--- src/rtl/alu_seq.sv ---
// alu_seq: multi-cycle ALU, valid/ready in and out, stored carry for ADC chains.
// Define ALU_SEQ_DIV_EN to build the iterative divider for op 011 (else it is ADD).
module alu_seq #(
    parameter int WIDTH = 16,
    localparam int SHW = $clog2(WIDTH)
) (
    input  logic             clk,
    input  logic             rst,
    input  logic             in_valid,
    output logic             in_ready,
    input  logic [2:0]       op,
    input  logic [WIDTH-1:0] data1,
    input  logic [WIDTH-1:0] data2,
    output logic             out_valid,
    input  logic             out_ready,
    output logic [WIDTH-1:0] result,
    output logic [3:0]       status_reg
);

    localparam logic [2:0] OP_ADD  = 3'b000;
    localparam logic [2:0] OP_ADC  = 3'b001;
    localparam logic [2:0] OP_SUB  = 3'b010;
    localparam logic [2:0] OP_DIV  = 3'b011;
    localparam logic [2:0] OP_MUL  = 3'b100;
    localparam logic [2:0] OP_AND  = 3'b101;
    localparam logic [2:0] OP_SHL  = 3'b110;
    localparam logic [2:0] OP_PASS = 3'b111;

    typedef enum logic [1:0] {IDLE, ITER, DONE} state_t;

    state_t state_q, state_d;

    logic               accept, go_iter, go_div, last;
    logic [SHW-1:0]     cnt_q;
    logic               neg_q;
    logic [2*WIDTH-1:0] prod_q, mcand_q, prod_nx, mul_full;
    logic [WIDTH-1:0]   sh_q, mag_a, mag_b;
    logic               mul_ovf;
    logic [WIDTH:0]     sum, diff, shl;
    logic               cin;
    logic [WIDTH-1:0]   sc_res, fin_res;
    logic               sc_c, sc_v, fin_c, fin_v;

    assign in_ready  = (state_q == IDLE) && !rst;
    assign out_valid = (state_q == DONE);
    assign accept    = in_valid && in_ready;
    assign go_iter   = (op == OP_MUL) || go_div;
    assign last      = (cnt_q == SHW'(WIDTH-1));

    function automatic logic [3:0] flags(input logic [WIDTH-1:0] r,
                                         input logic c, input logic v);
        return {r == '0, r[WIDTH-1], c, v};
    endfunction

`ifdef ALU_SEQ_DIV_EN
    logic [WIDTH-1:0]   rem_q, div_b_q;
    logic               is_div_q;
    logic [2*WIDTH-1:0] div_acc, div_it;

    // One restoring step; returns {remainder, quotient-so-far}.
    function automatic logic [2*WIDTH-1:0] div_step(input logic [WIDTH-1:0] r,
                                                    input logic [WIDTH-1:0] q,
                                                    input logic [WIDTH-1:0] d);
        logic [WIDTH:0] t;
        t = {r, q[WIDTH-1]};
        if (t >= {1'b0, d})
            return {WIDTH'(t - {1'b0, d}), q[WIDTH-2:0], 1'b1};
        return {t[WIDTH-1:0], q[WIDTH-2:0], 1'b0};
    endfunction

    assign go_div  = (op == OP_DIV) && (data2 != '0);
    assign div_acc = div_step('0, data1, data2);
    assign div_it  = div_step(rem_q, sh_q, div_b_q);
`else
    assign go_div = 1'b0;
`endif

    assign cin  = (op == OP_ADC) ? status_reg[1] : 1'b0;
    assign sum  = {1'b0, data1} + {1'b0, data2} + {{WIDTH{1'b0}}, cin};
    assign diff = {1'b0, data1} - {1'b0, data2};
    assign shl  = {1'b0, data1} << data2;

    always_comb begin
        sc_res = sum[WIDTH-1:0];
        sc_c   = sum[WIDTH];
        sc_v   = (data1[WIDTH-1] == data2[WIDTH-1]) &&
                 (sum[WIDTH-1] != data1[WIDTH-1]);
        unique case (op)
            OP_SUB: begin
                sc_res = diff[WIDTH-1:0];
                sc_c   = diff[WIDTH];
                sc_v   = (data1[WIDTH-1] != data2[WIDTH-1]) &&
                         (diff[WIDTH-1] != data1[WIDTH-1]);
            end
            OP_AND: begin
                sc_res = data1 & data2;
                sc_c   = 1'b0;
                sc_v   = 1'b0;
            end
            OP_SHL: begin
                sc_res = shl[WIDTH-1:0];
                sc_c   = shl[WIDTH];
                sc_v   = 1'b0;
            end
            OP_PASS: begin
                sc_res = data1;
                sc_c   = status_reg[1];
                sc_v   = status_reg[0];
            end
            OP_DIV: begin
`ifdef ALU_SEQ_DIV_EN
                sc_res = '1;
                sc_c   = 1'b0;
                sc_v   = 1'b1;
`endif
            end
            default: ;
        endcase
    end

    assign mag_a = data1[WIDTH-1] ? -data1 : data1;
    assign mag_b = data2[WIDTH-1] ? -data2 : data2;

    // Magnitude shift-add; sign restored on the final step.
    assign prod_nx  = prod_q + (sh_q[0] ? mcand_q : '0);
    assign mul_full = neg_q ? -prod_nx : prod_nx;
    assign mul_ovf  = !((&mul_full[2*WIDTH-1:WIDTH-1]) ||
                        !(|mul_full[2*WIDTH-1:WIDTH-1]));

    always_comb begin
        fin_res = mul_full[WIDTH-1:0];
        fin_c   = mul_ovf;
        fin_v   = mul_ovf;
`ifdef ALU_SEQ_DIV_EN
        if (is_div_q) begin
            fin_res = div_it[WIDTH-1:0];
            fin_c   = |div_it[2*WIDTH-1:WIDTH];
            fin_v   = 1'b0;
        end
`endif
    end

    always_comb begin
        state_d = state_q;
        unique case (state_q)
            IDLE:    if (accept) state_d = go_iter ? ITER : DONE;
            ITER:    if (last) state_d = DONE;
            DONE:    if (out_ready) state_d = IDLE;
            default: state_d = IDLE;
        endcase
    end

    always_ff @(posedge clk) begin
        if (rst) state_q <= IDLE;
        else     state_q <= state_d;
    end

    // Bit 0 of MUL/DIV is done on the accept edge, so ITER lasts WIDTH-1 cycles.
    always_ff @(posedge clk) begin
        if (rst) begin
            result     <= '0;
            status_reg <= '0;
            cnt_q      <= '0;
            neg_q      <= 1'b0;
            prod_q     <= '0;
            mcand_q    <= '0;
            sh_q       <= '0;
`ifdef ALU_SEQ_DIV_EN
            rem_q      <= '0;
            div_b_q    <= '0;
            is_div_q   <= 1'b0;
`endif
        end else begin
            unique case (state_q)
                IDLE: if (accept) begin
                    cnt_q   <= SHW'(1);
                    neg_q   <= data1[WIDTH-1] ^ data2[WIDTH-1];
                    prod_q  <= mag_b[0] ? {{WIDTH{1'b0}}, mag_a} : '0;
                    mcand_q <= {{WIDTH{1'b0}}, mag_a} << 1;
                    sh_q    <= mag_b >> 1;
`ifdef ALU_SEQ_DIV_EN
                    is_div_q <= go_div;
                    div_b_q  <= data2;
                    if (go_div) {rem_q, sh_q} <= div_acc;
`endif
                    if (!go_iter) begin
                        result     <= sc_res;
                        status_reg <= flags(sc_res, sc_c, sc_v);
                    end
                end
                ITER: begin
                    cnt_q   <= cnt_q + SHW'(1);
                    prod_q  <= prod_nx;
                    mcand_q <= mcand_q << 1;
                    sh_q    <= sh_q >> 1;
`ifdef ALU_SEQ_DIV_EN
                    if (is_div_q) {rem_q, sh_q} <= div_it;
`endif
                    if (last) begin
                        result     <= fin_res;
                        status_reg <= flags(fin_res, fin_c, fin_v);
                    end
                end
                default: ;
            endcase
        end
    end

endmodule

--- config.mk ---
export PLATFORM = sky130hd
export DESIGN_NAME = alu_seq
export DESIGN_NICKNAME = d
export VERILOG_FILES = /design/src/rtl/alu_seq.sv
export SDC_FILE = /design/constraint.sdc
export NUM_CORES = 1
export LEC_CHECK = 0
export ABC_AREA = 0
export ABC_CLOCK_PERIOD_IN_PS = 13950
export BUFFER_PORTS_ARGS = -buffer_cell sky130_fd_sc_hd__buf_4
export CAP_MARGIN = 20
export CORE_ASPECT_RATIO = 2
export CORE_MARGIN = 1
export CORE_UTILIZATION = 50
export CTS_CLUSTER_SIZE = 16
export DETAILED_ROUTE_END_ITERATION = 8
export PLACE_DENSITY = 0.67
export SLEW_MARGIN = 20
export SYNTH_ARGS = -nofsm -noshare
export SYNTH_HDL_FRONTEND = slang
export SYNTH_SLANG_ARGS = --single-unit
--- constraint.sdc ---
create_clock -name clk -period 13.95 [get_ports clk]
set_clock_uncertainty 0.15 [all_clocks]
set_input_delay 3.4875 -clock clk [delete_from_list [all_inputs] [get_ports clk]]
set_output_delay 3.4875 -clock clk [all_outputs]
set_load 0.02 [all_outputs]
==> run_results.csv, run 1 <==
group,metric,value,unit
synthesis,netlist_area,0.0110,mm^2
power_and_ir_drop,p_per_area,84.6,mW/mm^2
grt,grt_overflow,0,
floorplanning,fp.dieH,212,um
detailed_routing,routed_wl,42.4,mm
layout,seq_area,0.00208,mm^2
setup_path,path_max_fanout,34,
sta,finalCritPeriodShare,0.566,
sta,rsz0062_at_grt,"false",
synthesis,yosys_register_bits,104,
job,maxCapViolCount,0,
worst_hold_path,hold_start,"result[7]$_SDFFE_PP0P_",
worst_hold_path,hold_depth,2,
grt,grt_pass1_vias,11574,
synthesis,synth-edff-count,0,
sta,setup_ws,6.05,ns
placed_design,finalWeightedCongestion,1.04,
layout,n_antenna_cell,0,
cts,clkSinkCount,104,
detailed_routing,drc_errors,0,
synthesis,ys_seq_area_frac,0.189,
layout,multi_input_area,0.00835,mm^2
synthesis,syn-instance-count,1520,
layout,fillers,2169,
layout,top_register,"prod_q",
detailed_routing,num_vias,11833,
setup_path,worstReg2RegStart,"sh_q[0]$_SDFFE_PP0P_",
placed_design,io_buffer_count,60,
grt,grt_pass1_wl,64.7,mm
setup_path,cp.required,10.31,ns
floorplanning,rows,76,
cts,clockBufferDepth,2,
synthesis,synth-main-ff-cell,"dfxtp_1",
cts,clock_latency,0.37,ns
sta,timing.final.crit_period,7.90,ns
power_and_ir_drop,ir_drop,0.0676,mV
layout,area_growth,6.53,%
run_status,outcome,"finished, final reports clean",
setup_path,worst_setup_path_start_kind,"input pin",
detailed_routing,drtAntennaViolNets,0,
detailed_routing,wire_per_inst,24.0,um
worst_hold_path,hold_path.class,"reg2reg",
layout,utilization,0.545,
cts,cts_buffers,9,
cts,cts_hold_buf,0,
layout,finish.net_count,1602,
synthesis,synth_nets,1629,
placed_design,pre_cts_slack,6.05,ns
sta,fin_setup_tns,0,ns
cts,tritoncts,"done",
grt,grt_max_degree,69,
power_and_ir_drop,leakage,0.00468,uW
setup_path,reg2reg_depth,15,
synthesis,synth.avg_cell_area,7.26,um^2
layout,top_regs,"prod_q (32), mcand_q (31)",
cts,cts_root_buf,"clkbuf_16",
synthesis,ys_warn_count,0,
cts,htree_levels,3,
layout,final_common_cell,"nand2_1",
detailed_routing,avgViaCountPerCell,6.69,
floorplanning,core,0.0216,mm^2
layout,largest_reg_flops,32,
detailed_routing,drt-pass1-iter-count,5,
synthesis,async_reset_ff_frac,0,
layout,final_cell_mix,"nand2_1 (175), a21oi_1 (144), nor2_1 (117)",
detailed_routing,dr.first_iter.drc_count,968,
placed_design,hpwl,32.7,mm
floorplanning,die_area,0.0227,mm^2
floorplanning,ios,61,
setup_path,crit_path_end_kind,"output port",
sta,fmax,127,MHz
synthesis,yosys.cell_types.count,101,
cts,cts_setup_buffers,0,
cts,cts_resized,0,
sta,tightest_slew,1.22,ns
setup_path,path_class,"in2out",
grt,grt_antenna_before_repair,0,
floorplanning,start_util,0.511,
setup_path,rr_endpoint,"status_reg[1]$_SDFFE_PP0P_",
sta,slew_headroom,0.178,
floorplanning,die_w,107,um
layout,drive_gt1_frac,0.100,
power_and_ir_drop,totalPowerFinal,995,uW
sta,setup_viol,0,
setup_path,r2r_slack,8.57,ns
worst_hold_path,min_to,"result[7]$_SDFFE_PP0P_",
sta,hold_viol,0,
setup_path,worstPathArrival,4.26,ns
sta,slew_viol_final,0,
cts,clk_pin_slew,0.07,ns
grt,grt_util_all_layers,0.379,
[stage by stage]
step	cells	hold slack (ns)	instance area, um^2
after floorplan	1520	0.282	11000
after global placement	1755	0.292	11500
after detailed placement	1755	0.299	11500
after CTS	1770	0.307	11800
after global routing	1770	0.325	11800
final	1770	0.307	11800
[worst max-delay path, stage by stage]
cell and delay (ns):
buf_4 0.23, nor3_1 0.33, buf_4 0.21
[cell usage after synthesis, drive strengths merged, types with 8 or more instances]
cell,n,area share
mux2i,31,0.028
clkbuf,90,0.031
buf,21,0.010
o31ai,22,0.015
a211oi,28,0.022
nand2,177,0.060
o21ai,73,0.033
a22oi,27,0.018
nand3,66,0.030
or4,8,0.0054
nor3,59,0.029
and3,24,0.014
and4,8,0.0066
o21a,14,0.0095
inv,46,0.016
o211ai,10,0.0080
nand2b,13,0.0074
o21bai,11,0.0075
a21o,16,0.011
nor2,119,0.041
a311oi,8,0.0063
o22ai,13,0.0074
nand4,23,0.014
or3,19,0.011
a21oi,145,0.067
ha,66,0.075
a31oi,10,0.0062
nor2b,10,0.0057
xor2,25,0.021
nor4,17,0.012
dfxtp,104,0.19
xnor2,51,0.041
and2,44,0.025
[worst max path at each step]
stage                     startpoint        to
after floorplan                  rst  in_ready
after global placement           rst  in_ready
after detailed placement         rst  in_ready
after CTS                        rst  in_ready
after global routing             rst  in_ready
final                            rst  in_ready
[report_power, final]
group / total (uW) / switching (uW) / internal (uW)
combinational: 412 / 267 / 145
clock: 248 / 122 / 126
sequential: 335 / 18.0 / 317
[cell type report]
class / count / share of cell area
Timing Repair Buffer: 73 / 0.0466
Inverter: 46 / 0.0147
Clock inverter: 2 / 0.00138
Sequential cell: 104 / 0.177
Clock buffer: 13 / 0.0213
Tap cell: 273 / 0.0290
Multi-Input combinational cell: 1259 / 0.710
[routing by layer]
| metal | GRT usage | wire, um | share of wire | up-vias |
|---|---|---|---|---|
| met2 | 0.708 | 22400 | 0.53 | 506 |
| li1 | - | - | - | 5545 |
| met1 | 0.342 | 13500 | 0.32 | 5589 |
| met3 | 0.0411 | 1780 | 0.042 | 193 |
| met4 | 0.374 | 4740 | 0.11 | 0 |
| met5 | 0 | 0 | 0 | - |
[cell families (layout without fill, tap and decap cells)]
kind of cell / Yosys count / after routing / synth area share
fa+ha+maj: 70 / 70 / 0.0821
compound gates: 469 / 469 / 0.295
flops: 104 / 104 / 0.189
xor+xnor: 76 / 76 / 0.0623
mux: 38 / 38 / 0.0403
buf+inv: 157 / 134 / 0.0564
simple gates: 606 / 606 / 0.275
Power figures use the tool's default switching activity.
==> run 2: changes to the inputs <==
- ABC_AREA: 0 -> 1
- ABC_CLOCK_PERIOD_IN_PS: 13950 -> 8200
- clock period: 13.95 -> 8.2 ns (I/O delays scaled with it)
==> run_results.csv, run 2 <==
group,metric,value,unit
layout,largest_reg_flops,32,
setup_path,crit_family,"compound AO/OA/AOI/OAI gates",
layout,drive_gt1_frac,0.0799,
sta,fin_setup_tns,0,ns
power_and_ir_drop,ir_drop,0.150,mV
layout,seq_area,0.00208,mm^2
cts,clkSinkCount,104,
cts,clockBufferDepth,2,
placed_design,pre_cts_slack,2.74,ns
synthesis,yosys.cell_types.count,48,
floorplanning,die_w,110,um
floorplanning,die_area,0.0241,mm^2
setup_path,path_max_fanout,30,
power_and_ir_drop,p_clk_frac,0.197,
sta,rsz0062_at_grt,"false",
layout,top_register,"prod_q",
layout,final_common_cell,"nand2_1",
layout,top_regs,"prod_q (32), mcand_q (31)",
placed_design,finalWeightedCongestion,1.07,
grt,grt_max_degree,92,
synthesis,synth_nets,2234,
layout,fin_cells,2421,
synthesis,ys_seq_area_frac,0.178,
power_and_ir_drop,leakage,0.00650,uW
cts,tritoncts,"done",
sta,timing.final.crit_period,5.12,ns
power_and_ir_drop,p_per_area,195,mW/mm^2
cts,clock_latency,0.39,ns
floorplanning,fp.dieH,218,um
power_and_ir_drop,p_comb_frac,0.536,
synthesis,synth.avg_cell_area,5.51,um^2
power_and_ir_drop,p_sw_frac,0.500,
sta,holdWs,0.316,ns
setup_path,path_class,"in2reg",
setup_path,cp_common_cell,"nand2_1",
sta,fmax,195,MHz
power_and_ir_drop,totalPowerFinal,2460,uW
job,maxCapViolCount,0,
detailed_routing,drtAntennaViolNets,0,
cts,cts_hold_buf,0,
floorplanning,rows,78,
sta,setup_ws,3.08,ns
cts,htree_levels,3,
cts,clk_pin_slew,0.07,ns
floorplanning,start_util,0.513,
cts,cts_root_buf,"clkbuf_16",
synthesis,syn-instance-count,2125,
layout,fillers,2510,
grt,grt_pass1_vias,13939,
grt,grt_util_all_layers,0.462,
detailed_routing,dr.first_iter.drc_count,1433,
synthesis,yosys.area.top_type_share,0.239,
setup_path,cp.required,8.36,ns
worst_hold_path,hold_path.class,"reg2reg",
synthesis,synth_top_area_cell,"nand2_1",
setup_path,r2r_slack,3.90,ns
detailed_routing,drc_errors,0,
synthesis,synth-main-ff-cell,"dfxtp_1",
grt,grt_pass1_wl,80.8,mm
cts,cts_setup_buffers,0,
detailed_routing,avgViaCountPerCell,5.93,
grt,grt_antenna_before_repair,2,
synthesis,synthTopCellsByArea,"nand2_1 (24%), dfxtp_1 (18%), inv_1 (8.9%)",
synthesis,synth-edff-count,0,
placed_design,dpl.cell_count,2403,
setup_path,critical_path.max_stage_delay,0.46,ns
synthesis,synthTopCellsByCount,"nand2_1 (747), inv_1 (277), nor2_1 (173), nand3_1 (171), a21oi_1 (136)",
layout,multi_input_area,0.00826,mm^2
setup_path,worstPathArrival,5.28,ns
detailed_routing,routed_wl,52.4,mm
power_and_ir_drop,p_sw,1230,uW
sta,setup_viol,0,
power_and_ir_drop,p_int,1230,uW
run_status,outcome,"finished, final reports clean",
floorplanning,core,0.0228,mm^2
layout,area_growth,7.91,%
synthesis,yosysMostFrequentCell,"nand2_1",
placed_design,io_buffer_count,60,
sta,slew_headroom,0.283,
setup_path,crit_buf_inv,2,
synthesis,async_reset_ff_frac,0,
grt,grt_overflow,0,
setup_path,path_cells,"buf_4 -> clkinv_1 -> fa_1 -> fa_1 -> nor2_1 -> o21ai_1 -> nand2_1 -> a21boi_1 -> o21ai_0 -> a21boi_0 -> o21ai_1 -> nand2_1 -> nand3_1 -> nand3_1 -> nand2_1 -> nand2_1 -> nor2_1 -> nand4_1 -> a21oi_1",
power_and_ir_drop,pwr-share-seq,0.267,
layout,final_cell_mix,"nand2_1 (747), inv_1 (276), nor2_1 (172)",
layout,finish.net_count,2243,
floorplanning,ios,61,
detailed_routing,num_vias,14350,
synthesis,netlist_area,0.0117,mm^2
detailed_routing,wire_per_inst,21.6,um
synthesis,ys_warn_count,0,
cts,cts_buffers,9,
placed_design,hpwl,39.5,mm
setup_path,crit_path_end_kind,"flip-flop",
sta,tightest_slew,1.08,ns
setup_path,slowest_stage,"fa_1",
synthesis,yosys_register_bits,104,
detailed_routing,drt-pass1-iter-count,7,
sta,slew_viol_final,0,
cts,cts_resized,0,
sta,hold_viol,0,
setup_path,worst_setup_path_start_kind,"input pin",
sta,finalCritPeriodShare,0.624,
run 2: changes by cell type after synthesis, sizes merged, moves of 19 or more:
cell	before	now
clkbuf	90	55
nor3	59	28
nand2	177	774
inv	46	287
xnor2	51	2
nand3	66	180
and3	24	0
a31oi	10	37
a211oi	28	5
nor2	119	198
and2	44	5
or3	19	0
mux2i	31	0
a22oi	27	5
run 2: cell families (layout without fill, tap and decap cells):
kind of cell / after synthesis / in the layout / synth area share
AO/OA/AOI/OAI: 319 / 319 / 0.156
XOR/XNOR: 27 / 27 / 0.0202
adder cells (fa/ha/maj): 70 / 70 / 0.0774
buffers and inverters: 364 / 378 / 0.118
flip-flops: 104 / 104 / 0.178
other: 0 / 2 / 0
AND/OR/NAND/NOR: 1241 / 1241 / 0.451
run 2: cell type report:
class,instances,area share
Clock inverter,5,0.00495
Timing Repair Buffer,71,0.0422
Sequential cell,104,0.165
Clock buffer,11,0.0200
Antenna cell,2,0.000396
Inverter,291,0.0865
Multi-Input combinational cell,1657,0.653
Tap cell,280,0.0277
run 2: worst paths after layout:
kind | to | cells past startpoint | from
worst max register to register | status_reg[1]$_SDFFE_PP0P_ | 25 | sh_q[0]$_SDFFE_PP0P_
worst max-delay path | status_reg[3]$_SDFFE_PP0P_ | 19 | data2[0]
worst min register to register | mcand_q[31]$_SDFFE_PP0P_ | 2 | mcand_q[31]$_SDFFE_PP0P_
worst min-delay path | mcand_q[31]$_SDFFE_PP0P_ | 2 | mcand_q[31]$_SDFFE_PP0P_
run 2: power groups by stage:
stage / logic, uW / clock network, uW / registers [uW]
6_report: 1320 / 483 / 656
5_1_grt: 1440 / 508 / 662
3_5_place_dp: 1270 / 0 / 662
4_1_cts: 1270 / 484 / 653
3_3_place_gp: 1260 / 0 / 661
2_1_floorplan: 824 / 0 / 687
run 2: per-layer routing:
| metal | vias up | GRT usage | routed length, um |
|---|---|---|---|
| met5 | - | 0.0223 | 0 |
| met4 | 0 | 0.482 | 6480 |
| met3 | 299 | 0.174 | 4500 |
| met2 | 707 | 0.752 | 25100 |
| met1 | 6457 | 0.410 | 16300 |
| li1 | 6887 | - | - |
run 2: worst min-delay path: stages, from the launching register on:
cell	delay, ns
dfxtp_1	0.31
nand2_1	0.06
a21oi_1	0.05
run 2: per-stage QoR:
step / cell area (um^2) / utilization
5_1_grt: 12600 / 0.553
6_report: 12600 / 0.553
3_3_place_gp: 12300 / 0.539
2_1_floorplan: 11700 / -
4_1_cts: 12600 / 0.553
3_5_place_dp: 12300 / 0.539
==> run 3: changes to the inputs <==
- ABC_CLOCK_PERIOD_IN_PS: 8200 -> 5200
- clock period: 8.2 -> 5.2 ns (I/O delays scaled with it)
==> run_results.csv, run 3 (synthesized netlist as in run 2, its figures left out) <==
group,metric,value,unit
run_status,outcome,"finished, final reports clean",
job,maxCapViolCount,0,
power_and_ir_drop,totalPowerFinal,3920,uW
detailed_routing,drc_errors,0,
power_and_ir_drop,ir_drop,0.198,mV
sta,fin_setup_tns,0,ns
setup_path,path_class,"reg2reg",
floorplanning,die_w,110,um
setup_path,cp_common_cell,"nand2_1",
detailed_routing,avgViaCountPerCell,5.95,
cts,cts_resized,0,
floorplanning,start_util,0.513,
worst_hold_path,hold_start,"prod_q[24]$_SDFFE_PP0P_",
setup_path,crit_family,"simple AND/OR/NAND/NOR gates",
layout,final_cell_mix,"nand2_1 (747), inv_1 (276), nor2_1 (172)",
layout,finish.net_count,2255,
cts,clkSinkCount,104,
cts,htree_levels,3,
sta,slew_headroom,0.201,
power_and_ir_drop,p_per_area,308,mW/mm^2
layout,final_area,0.0127,mm^2
power_and_ir_drop,p_clk_frac,0.191,
power_and_ir_drop,p_sw_frac,0.504,
grt,grt_pass1_wl,79.5,mm
layout,utilization,0.557,
placed_design,hpwl,40.9,mm
detailed_routing,num_vias,14475,
floorplanning,fp.dieH,218,um
layout,fin_cells,2431,
layout,largest_reg_flops,32,
cts,cts_setup_buffers,0,
layout,final_common_cell,"nand2_1",
setup_path,worstReg2RegStart,"sh_q[0]$_SDFFE_PP0P_",
detailed_routing,routed_wl,53.1,mm
power_and_ir_drop,p_sw,1970,uW
setup_path,slowest_stage,"dfxtp_1",
placed_design,dpl_cell_area,0.0124,mm^2
setup_path,path_cells,"buf_4 -> nand2_1 -> inv_1 -> ha_1 -> fa_1 -> nand3_1 -> nand3_1 -> nand3_1 -> nand3_1 -> nand2_1 -> nand3_1 -> nand2_1 -> nor2_1 -> nand2_1 -> nand2_1 -> nand3_1 -> nand2_1 -> nand2_1 -> nor2_1 -> nand2_1 -> nor2_1 -> nand3_1 -> nand3_2 -> a21oi_1",
grt,grt_util_all_layers,0.462,
grt,grt_pass1_vias,13882,
setup_path,cp.required,5.32,ns
cts,clock_latency,0.38,ns
sta,finalCritPeriodShare,0.888,
layout,multi_input_area,0.00826,mm^2
sta,hold_viol,0,
setup_path,path_max_fanout,13,
cts,cts_root_buf,"clkbuf_16",
floorplanning,ios,61,
placed_design,dpl.cell_count,2415,
sta,setup_viol,0,
placed_design,finalWeightedCongestion,1.08,
floorplanning,rows,78,
grt,grt_overflow,0,
cts,clk_pin_slew,0.08,ns
setup_path,crit_buf_inv,2,
layout,top_register,"prod_q",
power_and_ir_drop,p_int,1940,uW
floorplanning,core,0.0228,mm^2
layout,fillers,2445,
setup_path,critical_path.max_stage_delay,0.61,ns
power_and_ir_drop,leakage,0.00655,uW
detailed_routing,wire_per_inst,21.8,um
grt,grt_antenna_before_repair,0,
sta,rsz0062_at_grt,"false",
cts,tritoncts,"done",
layout,seq_area,0.00208,mm^2
detailed_routing,drtAntennaViolNets,0,
placed_design,io_buffer_count,60,
layout,top_regs,"prod_q (32), mcand_q (31)",
detailed_routing,drt-pass1-iter-count,7,
cts,clockBufferDepth,2,
grt,grt_max_degree,90,
sta,timing.final.crit_period,4.62,ns
layout,area_growth,8.61,%
layout,drive_gt1_frac,0.0851,
setup_path,worst_setup_path_start_kind,"flip-flop",
sta,fmax,217,MHz
cts,cts_buffers,9,
setup_path,worstPathArrival,4.74,ns
layout,n_antenna_cell,0,
worst_hold_path,hold_path.class,"reg2reg",
sta,slew_viol_final,0,
setup_path,cp-startpoint,"sh_q[0]$_SDFFE_PP0P_",
sta,tightest_slew,1.19,ns
setup_path,crit_path_end_kind,"flip-flop",
power_and_ir_drop,p_comb_frac,0.541,
floorplanning,die_area,0.0241,mm^2
cts,cts_hold_buf,0,
power_and_ir_drop,pwr-share-seq,0.268,
detailed_routing,dr.first_iter.drc_count,1413,
[run 3: stage by stage]
step / setup WS, ns / hold slack, ns
floorplan: 0.544 / 0.287
global placement: 0.680 / 0.302
detailed placement: 0.631 / 0.308
CTS: 0.969 / 0.322
global route: 0.157 / 0.346
finish: 0.582 / 0.325
[run 3: final cells by class]
type / count / area share
Clock inverter: 6 / 0.00580
Inverter: 291 / 0.0859
Timing Repair Buffer: 83 / 0.0490
Tap cell: 280 / 0.0275
Clock buffer: 10 / 0.0188
Sequential cell: 104 / 0.164
Multi-Input combinational cell: 1657 / 0.649
[run 3: layer usage]
metal	vias to the layer above	part of all wire	global-route usage	wire length, um
li1	6899	-	-	-
met1	6497	0.30	0.397	16000
met2	738	0.48	0.766	25500
met3	337	0.086	0.168	4580
met4	4	0.13	0.491	6890
met5	-	0.0015	0.0357	78
[run 3: worst min-delay path: cells and delay by family, from the launching register on]
kind,cells,cell delay [ns]
simple gates,1,0.06
compound gates,1,0.05
flops,1,0.32
[run 3: worst paths after layout]
path / to / slack, ns / depth (start not counted)
max: status_reg[0]$_SDFFE_PP0P_ / 0.58 / 24
max reg2reg: status_reg[0]$_SDFFE_PP0P_ / 0.58 / 24
min: prod_q[24]$_SDFFE_PP0P_ / 0.32 / 2
min reg2reg: prod_q[24]$_SDFFE_PP0P_ / 0.32 / 2
[run 3: power by group through the flow]
stage | combinational (uW) | sequential (uW) | clock, uW
global route | 2290 | 1060 | 777
floorplan | 1300 | 1080 | 0
finish | 2120 | 1050 | 748
detailed placement | 2030 | 1060 | 0
CTS | 2040 | 1040 | 744
global placement | 2010 | 1060 | 0
